### src/rtl/gpu_cmd_pkg.sv
// Shared definitions for the GPU command path: word geometry, the opcode
// field position and the byte-assembly counter encoding. The GPU decoder
// imports this package too, so field positions stay in one place.
package gpu_cmd_pkg;

    localparam int CmdWidth    = 32;
    localparam int BytesPerCmd = 4;

    // Opcode field of a command word; the first byte sent by the host.
    localparam int OpcodeMsb = 31;
    localparam int OpcodeLsb = 24;

    // Which byte of the current command word arrives next.
    typedef enum logic [1:0] {
        BYTE0 = 2'd0,
        BYTE1 = 2'd1,
        BYTE2 = 2'd2,
        BYTE3 = 2'd3
    } byte_cnt_e;

    // Advance the byte counter after an accepted byte; BYTE3 wraps to BYTE0.
    function automatic byte_cnt_e next_byte_cnt(input byte_cnt_e cur);
        case (cur)
            BYTE0:   return BYTE1;
            BYTE1:   return BYTE2;
            BYTE2:   return BYTE3;
            default: return BYTE0;
        endcase
    endfunction

endpackage

### src/rtl/sync_fifo_fwft.sv
// Single-clock first-word-fall-through FIFO. The head word is visible on
// 'head' as soon as it is written; 'head' reads 0 while the FIFO is empty.
// Depth must be a power of two so the pointers wrap naturally.
module sync_fifo_fwft #(
    parameter int Width = 32,
    parameter int Depth = 4
) (
    input  logic                     clk,
    input  logic                     rst_n,
    input  logic                     push,
    input  logic [Width-1:0]         push_data,
    input  logic                     pop,
    output logic [Width-1:0]         head,
    output logic [$clog2(Depth):0]   level
);

    localparam int AddrW  = $clog2(Depth);
    localparam int LevelW = AddrW + 1;

    logic [Width-1:0]  mem [Depth];
    logic [AddrW-1:0]  wr_ptr;
    logic [AddrW-1:0]  rd_ptr;
    logic [LevelW-1:0] count;
    logic              empty;
    logic              full;
    logic              do_push;
    logic              do_pop;

    assign empty   = (count == '0);
    assign full    = (count == LevelW'(Depth));
    assign do_pop  = pop && !empty;
    // A pop in the same edge frees the slot, so a full FIFO may still push.
    assign do_push = push && (!full || do_pop);

    // Pointer and occupancy bookkeeping.
    // NOTE: sequential state uses non-blocking assignments so every register
    // samples the pre-edge values, independent of statement order.
    always_ff @(posedge clk or negedge rst_n) begin
        if (!rst_n) begin
            wr_ptr <= '0;
            rd_ptr <= '0;
            count  <= '0;
        end else begin
            if (do_push) wr_ptr <= wr_ptr + AddrW'(1);
            if (do_pop)  rd_ptr <= rd_ptr + AddrW'(1);
            case ({do_push, do_pop})
                2'b10:   count <= count + LevelW'(1);
                2'b01:   count <= count - LevelW'(1);
                default: count <= count;
            endcase
        end
    end

    // Storage array write port.
    // NOTE: the storage is deliberately not reset; a cleared count makes the
    // stale contents unreachable, and 'head' is forced to 0 while empty.
    always_ff @(posedge clk) begin
        if (do_push) mem[wr_ptr] <= push_data;
    end

    assign head  = empty ? '0 : mem[rd_ptr];
    assign level = count;

endmodule

### src/rtl/gpu_cmd_packer.sv
// Packs a host byte stream MSB-first into 32-bit GPU command words, queues
// them in a FWFT FIFO and presents them on a dv/ready command port. A
// partial word that sits idle for TimeoutCycles is dropped so the host can
// resynchronise on a word boundary.
module gpu_cmd_packer
    import gpu_cmd_pkg::*;
#(
    parameter int FifoDepth     = 4,
    parameter int TimeoutCycles = 50000000
) (
    input  logic                        clk,
    input  logic                        rst_n,
    input  logic                        byte_valid,
    input  logic [7:0]                  byte_data,
    output logic                        byte_ready,
    output logic                        cmd_dv,
    output logic [CmdWidth-1:0]         cmd_din,
    input  logic                        cmd_ready,
    output logic                        resync_err,
    output logic [$clog2(FifoDepth):0]  level
);

    localparam int LevelW   = $clog2(FifoDepth) + 1;
    localparam int TimerW   = $clog2(TimeoutCycles);
    localparam int PartialW = (BytesPerCmd - 1) * 8;

    byte_cnt_e             byte_cnt;
    logic [PartialW-1:0]   partial;
    logic [TimerW-1:0]     timer;
    logic                  resync_q;

    logic                  accept;
    logic                  push;
    logic                  pop;
    logic                  timeout_hit;
    logic [CmdWidth-1:0]   push_word;

    // The 4th byte needs a free slot; a same-cycle pop is not counted on.
    assign byte_ready  = (byte_cnt != BYTE3) || (level != LevelW'(FifoDepth));
    assign accept      = byte_valid && byte_ready;
    assign push        = accept && (byte_cnt == BYTE3);
    assign push_word   = {partial, byte_data};
    assign cmd_dv      = (level != '0);
    assign pop         = cmd_dv && cmd_ready;
    // An accepted byte in the expiry cycle wins over the timeout.
    assign timeout_hit = !accept && (byte_cnt != BYTE0) &&
                         (timer == TimerW'(TimeoutCycles - 1));

    // Byte assembly, inter-byte timeout and the registered resync pulse.
    always_ff @(posedge clk or negedge rst_n) begin
        if (!rst_n) begin
            byte_cnt <= BYTE0;
            partial  <= '0;
            timer    <= '0;
            resync_q <= 1'b0;
        end else begin
            resync_q <= timeout_hit;
            if (accept) begin
                byte_cnt <= next_byte_cnt(byte_cnt);
                partial  <= push ? '0 : {partial[PartialW-9:0], byte_data};
                timer    <= '0;
            end else if (timeout_hit) begin
                byte_cnt <= BYTE0;
                partial  <= '0;
                timer    <= '0;
            end else if (byte_cnt != BYTE0) begin
                timer    <= timer + TimerW'(1);
            end else begin
                timer    <= '0;
            end
        end
    end

    assign resync_err = resync_q;

    sync_fifo_fwft #(
        .Width (CmdWidth),
        .Depth (FifoDepth)
    ) u_fifo (
        .clk       (clk),
        .rst_n     (rst_n),
        .push      (push),
        .push_data (push_word),
        .pop       (pop),
        .head      (cmd_din),
        .level     (level)
    );

endmodule

### config.mk
export PLATFORM = sky130hd
export DESIGN_NAME = gpu_cmd_packer
export DESIGN_NICKNAME = d
export VERILOG_FILES = /design/src/rtl/gpu_cmd_pkg.sv /design/src/rtl/sync_fifo_fwft.sv /design/src/rtl/gpu_cmd_packer.sv
export SDC_FILE = /design/constraint.sdc
export NUM_CORES = 1
export LEC_CHECK = 0
export CAP_MARGIN = 10
export CORE_MARGIN = 10
export CORE_UTILIZATION = 45
export CTS_CLUSTER_DIAMETER = 40
export DETAILED_ROUTE_END_ITERATION = 10
export GPL_ROUTABILITY_DRIVEN = 1
export REMOVE_ABC_BUFFERS = 1
export SYNTH_ARGS = -nofsm -noshare
export SYNTH_HDL_FRONTEND = slang
export SYNTH_SLANG_ARGS = --single-unit
### constraint.sdc
create_clock -name clk -period 6.1 [get_ports clk]
set_input_delay 0.915 -clock clk [delete_from_list [all_inputs] [get_ports clk]]
set_output_delay 0.915 -clock clk [all_outputs]
set_load 0.01 [all_outputs]
Word level (Yosys, flattened, before mapping)
Memory sizes are Yosys's and may differ from the RTL's.
Cells that the tools add are included.
{ "word_totals": {"wordCells": 53, "output_inout_bits": 38, "ff_bits": 60, "memories": 1, "ram_bits": 128} }
{ "mem_list": {"columns": ["memory", "depth", "word_bits", "read_ports", "rd_clocked_by_memory_dff", "write_ports", "line", "rtl"], "rows": [
  ["u_fifo.mem", 4, 32, 1, 0, 1, "sync_fifo_fwft.sv:20", "logic [Width-1:0] mem [Depth];"]
]} }
{ "classes": {"reduce_logical": 18, "addsub": 5, "n_mux": 13, "n_eq_ne": 9} }
{ "ops": {"columns": ["op", "n"], "rows": [
  ["2-to-1 mux 26 bit", 3],
  ["2-to-1 mux 24 bit", 3],
  ["2-to-1 mux 32 bit", 1],
  ["adder 26 x 1 -> 26 bit (second input constant)", 1],
  ["equality test 26 bit (second input constant)", 1],
  ["logical AND 1 bit", 7],
  ["equality test 2 bit (second input constant)", 3],
  ["one-hot mux 2 bit (3 select lines)", 1],
  ["one-hot mux 3 bit (2 select lines)", 1],
  ["nonzero test 2 bit", 3],
  ["adder 2 x 1 -> 2 bit (second input constant)", 2],
  ["equality test 2 x 1 -> 1 bit (second input constant)", 2],
  ["2-to-1 mux 2 bit", 2],
  ["adder 3 x 1 -> 3 bit (second input constant)", 1],
  ["equality test 3 bit (second input constant)", 1],
  ["logical NOT 1 bit", 3],
  ["logical NOT 3 bit", 1],
  ["inequality test 3 bit (second input constant)", 1],
  ["nonzero test 3 bit", 1],
  ["subtractor 3 x 1 -> 3 bit (second input constant)", 1],
  ["logical NOT 2 bit", 1],
  ["logical OR 1 bit", 2],
  ["2-to-1 mux 1 bit", 2],
  ["inequality test 2 bit (second input constant)", 1]
]} }

Logic depth before layout (Yosys ltp)
Gate-level depths: netlist of run 1.
{ "depth": {"depth_word": 8, "mapped_depth": 10, "mapped_depth_nobuf": 10} }

Modules after synthesis
From an unflattened synthesis of run 1, not the netlist that was laid out.
{ "unflattened": {"cells_unflattened": 475, "hier_area_um2": 7788.7} }
{ "by_module_without_submodules": {"columns": ["module", "instances", "area_per_inst_um2", "cells_each"], "rows": [
  ["sync_fifo_fwft", 1, 5343.9, 254],
  ["gpu_cmd_packer", 1, 2444.8, 221]
]} }

Worst setup path before layout of run 1
Ideal clock, no wire load.
{ "synth_timing": {"kind": "input port to flip-flop", "start": "input byte_valid", "end": "memory u_fifo.mem[0][0], enable pin", "stages": 3, "path_buffers": 0, "path_slack_ns": 3.524, "t_arrival_ns": 2.184, "cell_sequence": "nand2_1 -> a31oi_1 -> and2_1"} }
{ "synth_via": {"elab_chain_cells": 5} }
{ "synth_lines": {"columns": ["item", "line", "rtl"], "rows": [
  ["from (decl)", "gpu_cmd_packer.sv:13", "input logic byte_valid,"],
  ["logical AND 1 bit", "gpu_cmd_packer.sv:40", "assign accept = byte_valid && byte_ready;"],
  ["logical AND 1 bit", "gpu_cmd_packer.sv:41", "assign push = accept && (byte_cnt == BYTE3);"],
  ["logical AND 1 bit", "sync_fifo_fwft.sv:33", "assign do_push = push && (!full || do_pop);"],
  ["2-to-1 mux 1 bit", "sync_fifo_fwft.sv:58", "if (do_push) mem[wr_ptr] <= push_data;"],
  ["2-to-1 mux 1 bit (implied by the code)", "sync_fifo_fwft.sv:58", null],
  ["to (decl)", "sync_fifo_fwft.sv:20", null]
]} }
Every way passes these cells.

Worst setup path after layout of run 1
{ "layout_timing": {"start": "register u_fifo.rd_ptr[0]", "end": "output cmd_din[22]"} }
{ "layout_via": {"elab_chain_cells": 2} }
{ "layout_lines": {"columns": ["item", "line", "rtl"], "rows": [
  ["from (decl)", "sync_fifo_fwft.sv:22", "logic [AddrW-1:0] rd_ptr;"],
  ["from (signal assigned)", "sync_fifo_fwft.sv:45", "if (do_pop) rd_ptr <= rd_ptr + AddrW'(1);"],
  ["memory read (4 x 32 bit)", null, null],
  ["2-to-1 mux 32 bit", "sync_fifo_fwft.sv:61", "assign head = empty ? '0 : mem[rd_ptr];"],
  ["to (decl)", "gpu_cmd_packer.sv:17", "output logic [CmdWidth-1:0] cmd_din,"]
]} }
Every way passes these cells.

==> results.py, run 1 <==
metrics = {
    "status": {
        "outcome": "complete, no violations",
    },
    "power_and_ir_drop": {
        "power_leakage_nw": 3.22,
        "power.density_nw_per_um2": 457,
        "clockPowerShare_pct": 26.8,
        "pwr-share-seq_pct": 43.8,
        "switchingPower_w": 0.00120,
        "vdd_ir_drop_max_uv": 207,
        "internal_power_w": 0.00292,
        "combinationalPowerShare_pct": 29.4,
        "swShare_pct": 29.1,
    },
    "floorplanning": {
        "die_area_sq_um": 22700,
        "fp-row-count": 47,
        "fp.dieH_microns": 151,
        "ios": 50,
        "core_sq_um": 16700,
        "start_util_pct": 46.1,
        "die_x_microns": 151,
    },
    "timing": {
        "hold_viol": 0,
        "worst_pin_slew_ns": 1.12,
        "fin_crit_sh_pct": 61.9,
        "finClkSkew_ns": 0.00997,
        "relSlewSlack_pct": 25.3,
        "max_freq_mhz": 265,
        "setup_viol": 0,
        "fin_crit_ns": 3.78,
        "fin_setup_tns_ns": 0,
        "rsz0062_at_grt": "no",
        "final-max-slew-violation-count": 0,
    },
    "detailed_routing": {
        "wl_per_cell_microns": 19.6,
        "drtPass1Iterations": 4,
        "post-route-drc-count": 0,
        "postRouteWirelength_mm": 14.5,
        "via_count": 4073,
        "via_per_inst": 5.47,
        "drt.antenna.violating_nets": 0,
        "dr.first_iter.drc_count": 229,
    },
    "yosys": {
        "synth_enable_flop_cells": 128,
        "yosysUniqueCellTypes": 44,
        "synth_xor_area_share_pct": 2.05,
        "synth_top_area_cell": "edfxtp_1",
        "synth_common_cells": "edfxtp_1 (128), dfrtp_1 (60), and2_1 (42)",
        "synth_top_family_by_area": "simple AND/OR/NAND/NOR gates",
        "synth.most_common_cell": "edfxtp_1",
        "yosysSeqAreaShare_pct": 69.5,
        "yosysWarnings": 0,
        "synthMuxAreaShare_pct": 9.51,
        "ys_ff_latch": 188,
        "synth_cells": 456,
        "ys_async_sr_fraction_pct": 31.9,
        "synthesis.area_sq_um": 7690,
        "synth-simple-area-share_pct": 9.89,
        "ys.flop_type": "edfxtp_1",
        "yosys-top-cells-area": "edfxtp_1 (50%), dfrtp_1 (20%), mux4_2 (9.4%)",
        "synth_top_area_share_pct": 50.0,
        "synth_compound_area_share_pct": 5.45,
        "synth.avg_cell_area_sq_um": 16.9,
        "synth_adder_area_share_pct": 1.72,
    },
    "clock_tree": {
        "clock_latency_ns": 0.43,
        "htreeDepth": 4,
        "cts_buffers": 17,
        "cts-hold-fix-buffers": 0,
        "cts.path.max_buffers": 2,
        "clockRootBuffer": "clkbuf_16",
        "clkSinkCount": 188,
        "clk_pin_slew_ns": 0.07,
        "cts_resized": 0,
        "cts_setup_buffers": 0,
        "cts_tree": "yes",
    },
    "cells_and_area": {
        "fin_nets": 533,
        "area_growth_pct": 17.2,
        "fin_area_sq_um": 9020,
        "drive_above_1_share_pct": 16.6,
    },
    "min_path": {
        "min_to": "timer[0]$_DFF_PN0_",
        "min_from": "timer[0]$_DFF_PN0_",
        "min_path_cells": 1,
        "hp-class": "reg -> reg",
    },
    "global_route": {
        "overflow": 0,
        "antenna_found_initial": 1,
        "grt_pass1_vias": 4226,
        "grt_max_degree": 61,
        "grt_pass1_wl_mm": 23.4,
        "grt_usage_pct": 13.3,
    },
    "worst_setup_path": {
        "critPathMaxFanout": 18,
        "start_kind": "register",
        "cp_slowest_stage_delay_ns": 0.77,
        "r2r_setup_slack_ns": 3.40,
        "reg2reg_depth": 8,
        "cp_cell_sequence": "buf_4 > mux4_2 > and2_1 > clkdlybuf4s50_1",
        "endpoint_kind": "primary output",
        "r2r-end": "u_fifo.level[2]$_DFFE_PN0P_",
        "crit_type": "reg -> out",
        "critPathRequiredTime_ns": 5.18,
        "r2r_start": "u_fifo.level[2]$_DFFE_PN0P_",
        "crit_arrival_ns": 2.86,
        "cp_slowest_cell": "dfrtp_2",
    },
    "flow_run": {
        "max-cap-violations": 0,
    },
    "placed_design": {
        "gp_congestion": 0.775,
        "hpwl_mm": 8.56,
        "placed_area_sq_um": 8420,
        "port_buffers": 49,
    },
}
## power groups by stage
stage                     clock network (W)  registers, W  logic (W)
after floorplan                           0       0.00182   0.000660
after global placement                    0       0.00182    0.00123
after detailed placement                  0       0.00184    0.00125
after CTS                           0.00113       0.00181    0.00125
after global routing                0.00118       0.00184    0.00133
final                               0.00110       0.00181    0.00121
## per-layer routing
| layer | part of all wire [%] | routed length, microns | global-route usage [%] | vias to the layer above |
|---|---|---|---|---|
| li1 | - | - | - | 1884 |
| met1 | 47 | 6870 | 18.1 | 2104 |
| met2 | 47 | 6840 | 20.6 | 68 |
| met3 | 4.2 | 613 | 2.88 | 17 |
| met4 | 1.5 | 218 | 5.34 | 0 |
| met5 | 0 | 0 | 0 | - |
## registers in the layout, indices dropped and copies added (netlist names)
name and flops:
u_fifo.mem 128, timer 26, partial 24, u_fifo.level 3, byte_cnt 2, u_fifo.rd_ptr 2
u_fifo.wr_ptr 2, resync_err 1
## cells in the final DEF (no fill, tap or decap), types with 7 or more instances in the layout
cell type        count
inv_6                7
buf_4                8
clkdlybuf4s50_1     48
xor2_1              10
nand2_1             11
clkbuf_16           17
edfxtp_1           128
mux4_2              32
a22o_1              24
ha_1                 9
nand3_1              9
o31ai_1              8
nor2_1              15
xnor2_1              8
inv_1               11
a21oi_1             10
dfrtp_1             59
and2_1              42
## worst max-delay path by stage
stage	from	to	slack (ns)	cells after the start
floorplan	u_fifo.rd_ptr[0]$_DFFE_PN0P_	cmd_din[0]	2.94	2
global placement	u_fifo.rd_ptr[0]$_DFFE_PN0P_	cmd_din[22]	2.67	4
detailed placement	u_fifo.rd_ptr[0]$_DFFE_PN0P_	cmd_din[22]	2.67	4
CTS	u_fifo.rd_ptr[0]$_DFFE_PN0P_	cmd_din[22]	2.21	4
global route	u_fifo.rd_ptr[0]$_DFFE_PN0P_	cmd_din[17]	2.12	4
finish	u_fifo.rd_ptr[0]$_DFFE_PN0P_	cmd_din[22]	2.32	4
## layout make-up
cell class | count | area (sq um)
diodes | 1 | 2.50
clock buffers | 18 | 439
clock inverters | 13 | 153
fillers | 1368 | 7680
inverters | 11 | 41.3
multi-input cells | 236 | 2220
flip-flops and latches | 188 | 5350
well taps | 220 | 275
repair buffers | 57 | 546
## stage by stage
stage / total power, W / util (%) / instances / worst slack, ns / hold slack [ns]
4_1_cts: 0.00419 / 54.0 / 743 / 2.21 / 0.529
2_1_floorplan: 0.00248 / - / 435 / 2.94 / 0.475
6_report: 0.00412 / 54.0 / 744 / 2.32 / 0.529
3_3_place_gp: 0.00306 / 50.4 / 712 / 2.67 / 0.496
3_5_place_dp: 0.00309 / 50.4 / 712 / 2.67 / 0.514
5_1_grt: 0.00434 / 54.0 / 743 / 2.12 / 0.555
## critical path: cells and delay by family (launching register included)
| kind | cells | cell delay, ns |
|---|---|---|
| buffers and inverters | 2 | 0.92 |
| flip-flops | 1 | 0.77 |
| multiplexers | 1 | 0.56 |
| AND/OR/NAND/NOR | 1 | 0.17 |
## cell families (layout without fill, tap and decap cells)
kind of cell	count (synthesis)	count (layout)
and+or+nand+nor	120	120
xor gates and xnor gates	18	18
muxes	33	33
adders and majority gates	10	10
buffers and inverters	32	99
DFF	188	188
other	0	1
AOI/OAI and AO/OA	55	55
Power figures use the tool's default switching activity.
==> inputs of run 2 (changes only) <==
==> constraint.sdc (replaced) <==
create_clock -name clk -period 3.9 [get_ports clk]
set_input_delay 0.585 -clock clk [delete_from_list [all_inputs] [get_ports clk]]
set_output_delay 0.585 -clock clk [all_outputs]
set_load 0.01 [all_outputs]
==> results.py, run 2 (synthesized netlist as in run 1, its figures left out) <==
metrics = {
    "timing": {
        "final-max-slew-violation-count": 0,
        "finClkSkew_ns": 0.00772,
        "worst_pin_slew_ns": 1.15,
        "rsz0062_at_grt": "no",
        "fin_crit_sh_pct": 79.3,
        "fin_crit_ns": 3.09,
        "relSlewSlack_pct": 23.1,
        "hold_viol": 0,
        "fin_setup_tns_ns": 0,
        "max_freq_mhz": 323,
        "setup_viol": 0,
    },
    "cells_and_area": {
        "most-common-layout-cells": "edfxtp_1 (128), dfrtp_1 (59), clkdlybuf4s50_1 (48)",
        "drive_above_1_share_pct": 16.4,
        "area_growth_pct": 17.8,
        "largest_register_ffs": 128,
        "regMostFlops": "u_fifo.mem",
        "fin_nets": 534,
        "final_common_cell": "edfxtp_1",
        "reg_top3": "u_fifo.mem (128), timer (26), partial (24)",
        "final_cells": 745,
    },
    "placed_design": {
        "gp_congestion": 0.773,
        "port_buffers": 49,
        "hpwl_mm": 8.67,
        "placed_cells_incl_taps": 713,
    },
    "worst_setup_path": {
        "reg2reg_depth": 5,
        "cpLargestDelayFamily": "buffers and inverters",
        "path_buf_inv": 2,
        "r2r_setup_slack_ns": 1.51,
        "cp_slowest_stage_delay_ns": 0.59,
        "crit_arrival_ns": 2.51,
        "r2r-end": "timer[10]$_DFF_PN0_",
        "critPathMaxFanout": 24,
        "endpoint_kind": "primary output",
        "cp_slowest_cell": "dfrtp_2",
        "cp-startpoint": "u_fifo.rd_ptr[0]$_DFFE_PN0P_",
        "cp_cell_sequence": "buf_12 > mux4_2 > and2_1 > clkdlybuf4s50_1",
        "critPathRequiredTime_ns": 3.31,
        "start_kind": "register",
        "r2r_start": "timer[0]$_DFF_PN0_",
        "crit_type": "reg -> out",
    },
    "detailed_routing": {
        "post-route-drc-count": 0,
        "postRouteWirelength_mm": 14.6,
        "via_count": 4159,
        "drt.antenna.violating_nets": 0,
        "via_per_inst": 5.58,
        "dr.first_iter.drc_count": 240,
        "drtPass1Iterations": 4,
        "wl_per_cell_microns": 19.6,
    },
    "floorplanning": {
        "ios": 50,
        "die_x_microns": 151,
        "start_util_pct": 46.1,
        "fp-row-count": 47,
        "die_area_sq_um": 22700,
        "fp.dieH_microns": 151,
        "core_sq_um": 16700,
    },
    "clock_tree": {
        "cts_setup_buffers": 0,
        "clock_latency_ns": 0.43,
        "cts_resized": 0,
        "clockRootBuffer": "clkbuf_16",
        "cts-hold-fix-buffers": 0,
        "cts_tree": "yes",
        "cts_buffers": 17,
        "clk_pin_slew_ns": 0.07,
        "cts.path.max_buffers": 2,
        "htreeDepth": 4,
        "clkSinkCount": 188,
    },
    "power_and_ir_drop": {
        "power.density_nw_per_um2": 721,
        "power_leakage_nw": 3.24,
        "vdd_ir_drop_max_uv": 332,
    },
    "global_route": {
        "grt_max_degree": 39,
        "overflow": 0,
        "grt_pass1_wl_mm": 23.8,
        "grt_usage_pct": 13.7,
        "grt_pass1_vias": 4355,
        "antenna_found_initial": 1,
    },
    "flow_run": {
        "max-cap-violations": 0,
    },
    "status": {
        "outcome": "complete, no violations",
    },
    "min_path": {
        "hp-class": "in -> async",
    },
}
==> run 2: changes by cell type in the layout (fill, tap and decap cells not counted) <==
cell        before  now
buf_12           0    2
buf_4            8    7
bufinv_16        2    3
clkbuf_1         0    2
clkinv_4         1    0
clkinvlp_4       3    4
inv_6            7    2
inv_8            0    2
==> run 2: cell type report <==
cell class                 count  area (sq um)
clock buffer                  20           447
clock inverter                11           160
timing repair buffer          58           578
inverter                      11          41.3
antenna                        1          2.50
fill                        1339          7630
multi-input combinational    236          2220
tap                          220           275
sequential                   188          5350
==> run 2: report_power, final <==
| group | switching (W) | internal, W |
|---|---|---|
| clock network | 0.000737 | 0.00104 |
| registers | 0.000265 | 0.00254 |
| logic | 0.000866 | 0.00109 |
==> run 2: per-layer routing <==
layer	global-route usage, %	part of all wire (%)
met4	4.76	1.6
met5	0	0
met2	21.6	48
met1	17.7	45
met3	3.90	5.0
==> run 2: worst max path at each step <==
stage | endpoint | cells after the start
floorplan | cmd_din[0] | 2
global placement | cmd_din[1] | 4
detailed placement | cmd_din[29] | 4
CTS | cmd_din[23] | 4
global route | cmd_din[23] | 4
finish | cmd_din[29] | 4
==> run 2: worst register-to-register path: stages, from the launching register on <==
cell and delay [ns]:
dfrtp_1 0.40, ha_1 0.24, and4_1 0.39, nand4_4 0.16, o211ai_2 0.91, nor2_1 0.12
==> run 2: stage by stage <==
stage	hold slack [ns]	power (W)	setup slack (ns)	cell area (sq um)	utilization, %
3_3_place_gp	0.500	0.00482	1.20	8460	50.6
2_1_floorplan	0.289	0.00388	1.07	7590	-
6_report	0.136	0.00653	0.806	9070	54.3
5_1_grt	0.165	0.00689	0.666	9060	54.3
4_1_cts	0.129	0.00664	0.733	9060	54.3
3_5_place_dp	0.501	0.00486	1.20	8460	50.6
==> inputs of run 3 (changes only) <==
==> constraint.sdc (replaced) <==
create_clock -name clk -period 3.05 [get_ports clk]
set_input_delay 0.4575 -clock clk [delete_from_list [all_inputs] [get_ports clk]]
set_output_delay 0.4575 -clock clk [all_outputs]
set_load 0.01 [all_outputs]
==> results.py, run 3 (synthesized netlist as in run 1, its figures left out) <==
metrics = {
    "worst_setup_path": {
        "reg2reg_depth": 9,
        "cpLargestDelayFamily": "buffers and inverters",
        "endpoint_kind": "primary output",
        "path_buf_inv": 2,
        "critPathRequiredTime_ns": 2.59,
        "crit_type": "reg -> out",
        "cp_slowest_stage_delay_ns": 0.56,
        "cp_cell_sequence": "buf_12 > mux4_2 > and2_1 > clkdlybuf4s50_1",
        "cp_slowest_cell": "dfrtp_2",
        "critPathMaxFanout": 17,
        "start_kind": "register",
        "path_depth": 4,
        "crit_arrival_ns": 2.41,
    },
    "cells_and_area": {
        "largest_register_ffs": 128,
        "fin_nets": 540,
        "drive_above_1_share_pct": 17.9,
        "fin_area_sq_um": 9090,
        "most-common-layout-cells": "edfxtp_1 (128), dfrtp_1 (59), clkdlybuf4s50_1 (48)",
        "final_common_cell": "edfxtp_1",
        "regMostFlops": "u_fifo.mem",
        "nFillCells": 1305,
        "reg_top3": "u_fifo.mem (128), timer (26), partial (24)",
        "area_growth_pct": 18.1,
    },
    "detailed_routing": {
        "via_per_inst": 5.38,
        "post-route-drc-count": 0,
        "drtPass1Iterations": 5,
        "drt.antenna.violating_nets": 0,
        "via_count": 4046,
        "wl_per_cell_microns": 18.4,
        "postRouteWirelength_mm": 13.8,
        "dr.first_iter.drc_count": 220,
    },
    "status": {
        "outcome": "complete, no violations",
    },
    "timing": {
        "fin_setup_tns_ns": 0,
        "hold_viol": 0,
        "max_freq_mhz": 349,
        "setup_viol": 0,
        "worst_pin_slew_ns": 0.804,
        "finClkSkew_ns": 0.00783,
        "rsz0062_at_grt": "no",
        "final-max-slew-violation-count": 0,
        "fin_crit_ns": 2.87,
        "fin_crit_sh_pct": 94.0,
        "relSlewSlack_pct": 46.4,
    },
    "global_route": {
        "grt_usage_pct": 12.7,
        "overflow": 0,
        "grt_max_degree": 61,
        "antenna_found_initial": 1,
        "grt_pass1_vias": 4065,
        "grt_pass1_wl_mm": 22.4,
    },
    "power_and_ir_drop": {
        "clockPowerShare_pct": 25.9,
        "internal_power_w": 0.00585,
        "power.density_nw_per_um2": 910,
        "swShare_pct": 29.2,
        "power_leakage_nw": 3.26,
        "vdd_ir_drop_max_uv": 499,
        "switchingPower_w": 0.00241,
        "pwr-share-seq_pct": 43.2,
        "combinationalPowerShare_pct": 30.9,
    },
    "clock_tree": {
        "cts-hold-fix-buffers": 0,
        "cts_buffers": 17,
        "cts_setup_buffers": 0,
        "cts.path.max_buffers": 2,
        "cts_tree": "yes",
        "clockRootBuffer": "clkbuf_16",
        "cts_resized": 0,
        "clkSinkCount": 188,
        "clock_latency_ns": 0.42,
        "clk_pin_slew_ns": 0.07,
        "htreeDepth": 4,
    },
    "floorplanning": {
        "fp.dieH_microns": 151,
        "die_x_microns": 151,
        "fp-row-count": 47,
        "start_util_pct": 46.1,
        "ios": 50,
        "core_sq_um": 16700,
        "die_area_sq_um": 22700,
    },
    "placed_design": {
        "port_buffers": 49,
        "placed_area_sq_um": 8500,
        "hpwl_mm": 8.44,
        "gp_congestion": 0.792,
    },
    "flow_run": {
        "max-cap-violations": 0,
    },
    "min_path": {
        "hp-class": "in -> async",
    },
}
run 3: cell types whose count changed in the layout (fill, tap and decap cells not counted):
cell | before | now
inv_8 | 2 | 5
clkbuf_8 | 1 | 0
bufinv_16 | 3 | 1
a41oi_4 | 1 | 0
clkinv_4 | 0 | 2
buf_12 | 2 | 3
clkinv_2 | 0 | 1
buf_4 | 7 | 12
a41oi_2 | 0 | 1
clkbuf_1 | 2 | 0
run 3: metrics by stage:
step	total power (W)	std cells	utilization, %	hold slack (ns)	setup slack [ns]
finish	0.00827	752	54.4	0.201	0.184
floorplan	0.00496	435	-	0.162	0.348
global route	0.00871	751	54.4	0.272	0.0493
global placement	0.00622	719	50.9	0.499	0.537
detailed placement	0.00627	719	50.9	0.508	0.513
CTS	0.00841	751	54.4	0.234	0.125
run 3: power by group through the flow:
stage | clock network (W) | registers, W | logic (W)
after floorplan | 0 | 0.00364 | 0.00132
after global routing | 0.00229 | 0.00364 | 0.00278
after global placement | 0 | 0.00361 | 0.00262
after CTS | 0.00219 | 0.00358 | 0.00263
after detailed placement | 0 | 0.00364 | 0.00263
final | 0.00214 | 0.00357 | 0.00255
run 3: cell type report:
class                           count  area, sq um  share of cell area, %
Sequential cell                   188         5350                   58.8
Clock buffer                       17          425                   4.68
Tap cell                          220          275                   3.03
Clock inverter                     15          156                   1.72
Antenna cell                        1         2.50                 0.0275
Inverter                           11         41.3                  0.454
Timing Repair Buffer               64          636                   6.99
Multi-Input combinational cell    236         2200                   24.3
run 3: metal layers:
layer	global-route usage (%)	part of all wire [%]	wire length (microns)
met5	0	0	0
met4	3.22	0.86	119
met1	16.3	44	6120
met3	3.36	5.3	733
met2	20.9	50	6860
run 3: final timing paths:
kind                                                 to                          from  slack [ns]
setup / recovery                             cmd_din[1]  u_fifo.rd_ptr[0]$_DFFE_PN0P_        0.18
min in group clk                     timer[0]$_DFF_PN0_            timer[0]$_DFF_PN0_        0.51
setup reg to reg            u_fifo.level[2]$_DFFE_PN0P_   u_fifo.level[0]$_DFFE_PN0P_        0.70
hold / removal                  byte_cnt[0]$_DFFE_PN0P_                         rst_n        0.20
hold reg to reg                      timer[0]$_DFF_PN0_            timer[0]$_DFF_PN0_        0.51
max in group asynchronous  u_fifo.rd_ptr[0]$_DFFE_PN0P_                         rst_n        2.26
